<file path="src/rtl/axil_reg_if_rd.sv">
// AXI-Lite read-side register adapter: AR/R channels to a held read strobe with ack and a wait-extendable timeout.
// Optional build macro AXIL_REG_IF_RD_TIMEOUT_ERR_EN: timeout completions return SLVERR with zero data.
module axil_reg_if_rd #(
  parameter int DATA_WIDTH = 32,
  parameter int ADDR_WIDTH = 32,
  parameter int STRB_WIDTH = DATA_WIDTH / 8,
  parameter int TIMEOUT    = 4
) (
  input  logic                  clk,
  input  logic                  rst,
  input  logic [ADDR_WIDTH-1:0] s_axil_araddr,
  input  logic [2:0]            s_axil_arprot,
  input  logic                  s_axil_arvalid,
  output logic                  s_axil_arready,
  output logic [DATA_WIDTH-1:0] s_axil_rdata,
  output logic [1:0]            s_axil_rresp,
  output logic                  s_axil_rvalid,
  input  logic                  s_axil_rready,
  output logic [ADDR_WIDTH-1:0] reg_rd_addr,
  output logic                  reg_rd_en,
  input  logic [DATA_WIDTH-1:0] reg_rd_data,
  input  logic                  reg_rd_wait,
  input  logic                  reg_rd_ack
);

  localparam int CNT_W = $clog2(TIMEOUT);
  localparam logic [CNT_W-1:0] CNT_INIT = CNT_W'(TIMEOUT - 1);
  localparam logic [1:0] RESP_OKAY   = 2'b00;
  localparam logic [1:0] RESP_SLVERR = 2'b10;

  logic                  r_ar_valid;
  logic [ADDR_WIDTH-1:0] r_addr;
  logic [CNT_W-1:0]      r_cnt;
  logic                  r_rd_en;
  logic                  r_rvalid;
  logic [DATA_WIDTH-1:0] r_rdata;
  logic [1:0]            r_rresp;

  logic                  w_ar_valid_next;
  logic [ADDR_WIDTH-1:0] w_addr_next;
  logic [CNT_W-1:0]      w_cnt_next;
  logic                  w_rd_en_next;
  logic                  w_rvalid_next;
  logic [DATA_WIDTH-1:0] w_rdata_next;
  logic [1:0]            w_rresp_next;
  logic                  w_done;
  logic                  w_unused;

  // Protection bits and strobe width have no meaning on the read path.
  assign w_unused = ^{s_axil_arprot, (STRB_WIDTH > 0)};

  assign w_done = r_rd_en && (reg_rd_ack || (r_cnt == '0));

  always_comb begin
    w_ar_valid_next = r_ar_valid;
    w_addr_next     = r_addr;
    w_cnt_next      = r_cnt;
    w_rvalid_next   = r_rvalid && !s_axil_rready;
    w_rdata_next    = r_rdata;
    w_rresp_next    = r_rresp;

    if (w_done) begin
      w_ar_valid_next = 1'b0;
      w_rvalid_next   = 1'b1;
`ifdef AXIL_REG_IF_RD_TIMEOUT_ERR_EN
      if (reg_rd_ack) begin
        w_rdata_next = reg_rd_data;
        w_rresp_next = RESP_OKAY;
      end else begin
        w_rdata_next = '0;
        w_rresp_next = RESP_SLVERR;
      end
`else
      w_rdata_next = reg_rd_data;
      w_rresp_next = RESP_OKAY;
`endif
    end

    // The counter only runs while the strobe is out; a pending R beat holds it at its reload value.
    if (!r_ar_valid) begin
      w_addr_next     = s_axil_araddr;
      w_ar_valid_next = s_axil_arvalid;
      w_cnt_next      = CNT_INIT;
    end else if (r_rd_en && !reg_rd_wait && (r_cnt != '0)) begin
      w_cnt_next = r_cnt - 1'b1;
    end

    w_rd_en_next = w_ar_valid_next && !w_rvalid_next;
  end

  always_ff @(posedge clk or posedge rst) begin
    if (rst) begin
      r_ar_valid <= 1'b0;
      r_addr     <= '0;
      r_cnt      <= '0;
      r_rd_en    <= 1'b0;
      r_rvalid   <= 1'b0;
      r_rdata    <= '0;
      r_rresp    <= RESP_OKAY;
    end else begin
      r_ar_valid <= w_ar_valid_next;
      r_addr     <= w_addr_next;
      r_cnt      <= w_cnt_next;
      r_rd_en    <= w_rd_en_next;
      r_rvalid   <= w_rvalid_next;
      r_rdata    <= w_rdata_next;
      r_rresp    <= w_rresp_next;
    end
  end

  assign s_axil_arready = !r_ar_valid;
  assign s_axil_rdata   = r_rdata;
  assign s_axil_rresp   = r_rresp;
  assign s_axil_rvalid  = r_rvalid;
  assign reg_rd_addr    = r_addr;
  assign reg_rd_en      = r_rd_en;

endmodule

</file>
<file path="config.mk">
export PLATFORM = sky130hd
export DESIGN_NAME = axil_reg_if_rd
export DESIGN_NICKNAME = d
export VERILOG_FILES = /design/src/rtl/axil_reg_if_rd.sv
export SDC_FILE = /design/constraint.sdc
export NUM_CORES = 1
export LEC_CHECK = 0
export ABC_AREA = 1
export CORE_MARGIN = 3
export CORE_UTILIZATION = 40
export DETAILED_ROUTE_END_ITERATION = 6
export GPL_TIMING_DRIVEN = 0
export MAX_ROUTING_LAYER = met4
export PLACE_DENSITY = 0.79
export SKIP_CTS_REPAIR_TIMING = 1
export SYNTH_ARGS = -nofsm -noshare
export SYNTH_HDL_FRONTEND = slang
export SYNTH_SLANG_ARGS = --single-unit
</file>
<file path="constraint.sdc">
create_clock -name clk -period 2.55 [get_ports clk]
set_input_delay 0.3825 -clock clk [delete_from_list [all_inputs] [get_ports clk]]
set_output_delay 0.3825 -clock clk [all_outputs]
set_load 0.01 [all_outputs]
</file>
# After elaboration in Yosys (flattened, before gate mapping)
# Cells that the tools add are included.
dict set report classes {
  add_sub_neg 1
  eq_ne 1
  mux 5
  reduce_logical 12
}
# op n
set ops {}
lappend ops {{1-bit logical AND} 5}
lappend ops {{1-bit logical NOT} 4}
lappend ops {{2-bit 2-to-1 mux} 2}
lappend ops {{1-bit 2-to-1 mux} 3}
lappend ops {{2-bit logical NOT} 1}
lappend ops {{2-bit by 1-bit inequality test with 1-bit output (second input constant)} 1}
lappend ops {{2-bit nonzero test} 1}
lappend ops {{2-bit by 1-bit subtractor with 2-bit output (second input constant)} 1}
lappend ops {{1-bit logical OR} 1}
dict set report word_totals {
  regBits 69
  out_inout_bits 69
  wordCells 25
}

# Depth between registers and ports, before layout
dict set report depth {
  word_depth 6
  ltp_mapped 7
  mapped_depth_nobuf 6
}

# Worst setup path before layout
# Ideal clock, no wire load.
dict set report synth_timing {
  path_kind {register -> register}
  start {register r_cnt[0]}
  end {register r_rdata[14] (netlist: s_axil_rdata[14])}
  setup_ns 0.118
  t_arrival_ns 1.123
  setup_slack_ns 1.309
  path_stages_with_launch 7
  n_path_buf 2
  period_less_slack_ns 1.241
  path_cell_list {dfrtp_1 -> inv_1 -> ha_1 -> o21ai_2 -> buf_6 -> buf_6 -> o21ai_2}
}
dict set report synth_between {
  elab_chain_cells 3
}
# element line
set synth_rtl {}
lappend synth_rtl {{start: declaration} 33} ;# logic [CNT_W-1:0] r_cnt;
lappend synth_rtl {{start signal: assignment} 103} ;# r_cnt <= w_cnt_next;
lappend synth_rtl {{2-bit logical NOT} 52} ;# assign w_done = r_rd_en && (reg_rd_ack || (r_cnt == '0));
lappend synth_rtl {{1-bit logical OR} 52}
lappend synth_rtl {{1-bit logical AND} 52}
lappend synth_rtl {{end signal: assignment} 106} ;# r_rdata <= w_rdata_next;
lappend synth_rtl {{end: declaration} 36} ;# logic [DATA_WIDTH-1:0] r_rdata;
# No other way between the ends.
# A chain may end at the register's enable or synchronous reset.

# Final worst setup path
dict set report layout_timing {
  start {register r_ar_valid}
  end {output port s_axil_arready}
}
dict set report layout_between {
  elab_chain_cells 1
}
# element line
set layout_rtl {}
lappend layout_rtl {{start: declaration} 31} ;# logic r_ar_valid;
lappend layout_rtl {{start signal: assignment} 101} ;# r_ar_valid <= w_ar_valid_next;
lappend layout_rtl {{1-bit logical NOT} 111} ;# assign s_axil_arready = !r_ar_valid;
lappend layout_rtl {{end: declaration} 14} ;# output logic s_axil_arready,
# No other way between the ends.

==> results.toml <==
[outcome]
status = "completed"

[hold_path]
hp-class = "reg -> reg"

[worst_setup_path]
worst_ep_required_time_ps = 2170
crit_path_end_kind = "output port"
crit_buf_inv = 4
crit_fanout = 10
path_cells = "buf_4 -> inv_2 -> buf_2 -> clkdlybuf4s50_1"
cp-start-kind = "flop"
crit_type = "reg -> out"
critPathArrivalTime_ps = 1750
slowest_stage = "clkdlybuf4s50_1"
critPathMaxStageDelay_ps = 570
critPathTopFamily = "buffers and inverters"

[yosys]
synth_top_cell_by_area = "dfrtp_1"
syn_avg_cell_area_um2 = 9.182
synth_area_leaders = "dfrtp_1, nand2_1, inv_1, o21ai_2, o21ai_1"
yosys-top-cells-count = "nand2_1, dfrtp_1, inv_1, o21ai_1, o21ai_2"
synth_warnings = 0
yosysUniqueCellTypes = 18
ys_ff_latch = 69
synth_ff_type = "dfrtp_1"
syn_inst = 301
synth_most_common_cell = "nand2_1"
synthArstFlopShare = 1.000
syn_area_um2 = 2764
yosys.area.top_type_share = 0.6247
synth_enable_flop_cells = 0
ys_seq_area_frac = 0.6247

[power_and_ir_drop]
p_per_area_nw_per_um2 = 1164
p_comb_frac = 0.482
p_sw_frac = 0.3476
p_int_w = 0.003331
p_clk_frac = 0.145
seqPwrFrac = 0.373
vdd_drop_max_uv = 658.8
p_sw_w = 0.001775
p_leak_nw = 2.194
power_w = 0.005106

[drt]
drc = 0
vias_per_cell = 4.468
wirelength_um = 6813
drt-pass1-iter-count = 4
num_vias = 2368
wire_per_inst_um = 12.85
drt-initial-drc-count = 104
ant_nets = 0

[die]
dieArea_um2 = 7943
die_w_um = 89.13
io_pins = 142
coreArea_um2 = 6531
start_util = 0.4232
row_count = 29
die_h_um = 89.13

[cells_and_area]
drive_gt1_frac = 0.08389
finalNonFillerCells = 530
nets = 523
syn2layout_area_growth_pct = 58.71
num-fill-cells = 524
diodes = 0
post-route-util = 0.6716

[timing]
tns_ps = 0
fmax_mhz = 468.2
slew_headroom = 0.4466
rsz0062_at_grt = "no"
setup_viol = 0
setup_slack_ps = 414.3
post-route-period-util = 0.8375
tightest_slew_ps = 830.1
final_max_slew_viol_count = 0
period_needed_ps = 2136
finalHoldViolCount = 0
skew_ps = 5.718

[placement]
hpwlAfterDp_um = 4975
port-buffer-count = 136
gp_congestion = 0.7323
dpl_worst_slack_ps = 765.3
place_inst = 515

[grt]
grt_overflow = 0
track_usage = 0.1838
grt_pass1_vias = 2452
grt_max_degree = 70
grt_pass1_wl_um = 10980
grt_antenna_before_repair = 0

[flow_run]
cap_violations = 0

[cts]
clock_latency_ps = 330
clk_pin_slew_ps = 60
cts_buffer_depth = 2
cts.sinks = 69
cts_root_buf = "clkbuf_8"
htree_levels = 3
cts_tree = "built"
cts_buffers = 9
## final timing paths
check                      cells past startpoint                   startpoint  slack [ps]                            to
setup / recovery                               4         r_ar_valid$_DFF_PP0_         410                s_axil_arready
hold / removal                                 2  reg_rd_addr[13]$_DFFE_PP0N_         480   reg_rd_addr[13]$_DFFE_PP0N_
setup reg to reg                               5         r_cnt[0]$_DFFE_PP0P_        1180  s_axil_rdata[31]$_DFFE_PP0N_
hold reg to reg                                2  reg_rd_addr[13]$_DFFE_PP0N_         480   reg_rd_addr[13]$_DFFE_PP0N_
max in group asynchronous                      2                          rst        1430  s_axil_rdata[17]$_DFFE_PP0N_
min in group asynchronous                      2                          rst         570   s_axil_rdata[8]$_DFFE_PP0N_
## metal layers
layer	global-route usage	routed length [um]	up-vias
met5	-	0	-
met4	0.06901	42	0
met3	0.04885	570	4
met2	0.3041	3320	90
met1	0.2144	2880	1080
li1	-	-	1194
## per-stage QoR
stage | area, um^2 | hold WS [ps]
finish | 4387 | 477.7
global route | 4387 | 496.2
CTS | 4387 | 482.3
detailed placement | 4228 | 463.9
global placement | 4225 | 460.5
floorplan | 2768 | 465.5
## kinds of logic (layout without fill, tap and decap cells)
| group | Yosys count | after routing | synth area share |
|---|---|---|---|
| adders and majority gates | 1 | 1 | 0.004526 |
| buffers and inverters | 56 | 207 | 0.1000 |
| and+or+nand+nor | 141 | 141 | 0.1947 |
| DFF | 69 | 69 | 0.6247 |
| other | 1 | 2 | 0.001357 |
| AOI/OAI and AO/OA | 33 | 33 | 0.07470 |
## area by class of cell
cell class / count / area (um^2) / share of cell area
tap: 77 / 96.34 / 0.02196
clock inverter: 2 / 10.01 / 0.002282
multi-input combinational: 177 / 764.5 / 0.1743
timing repair buffer: 136 / 1361 / 0.3103
clock buffer: 13 / 148.9 / 0.03394
sequential: 69 / 1727 / 0.3936
buffer: 16 / 126.4 / 0.02881
inverter: 40 / 152.6 / 0.03480
## placed cells by master, fill, tap and decap left out
| master | instances |
|---|---|
| buf_2 | 4 |
| buf_4 | 3 |
| buf_6 | 2 |
| buf_8 | 3 |
| clkbuf_1 | 6 |
| clkbuf_2 | 1 |
| clkbuf_8 | 10 |
| clkdlybuf4s50_1 | 136 |
| clkinv_2 | 2 |
| conb_1 | 2 |
| dfrtp_1 | 69 |
| ha_1 | 1 |
| inv_1 | 38 |
| inv_2 | 1 |
| inv_4 | 1 |
| nand2_1 | 132 |
| nand3_1 | 3 |
| nand4_1 | 2 |
| nor2_1 | 4 |
| o21ai_0 | 10 |
| o21ai_1 | 12 |
| o21ai_2 | 11 |
## worst register-to-register path, delay by kind of cell, from the launching register on
family          cells  cell delay (ps)
buf+inv             2              360
flops               1              340
fa+ha+maj           1              210
compound gates      2              340
## flip-flops by register name, summed over array words and instances, names as in the netlist
signal         cells
r_ar_valid         1
s_axil_rvalid      1
reg_rd_en          1
s_axil_rdata      32
r_cnt              2
reg_rd_addr       32
## power by group through the flow
stage                     clock [W]  sequential (W)  combinational, W
after floorplan                   0         0.00215          0.000869
after global placement            0         0.00189           0.00244
after detailed placement          0         0.00191           0.00250
after CTS                  0.000766         0.00191           0.00251
after global routing       0.000811         0.00198           0.00272
final                      0.000740         0.00191           0.00246
(Power assumes the default switching activity.)
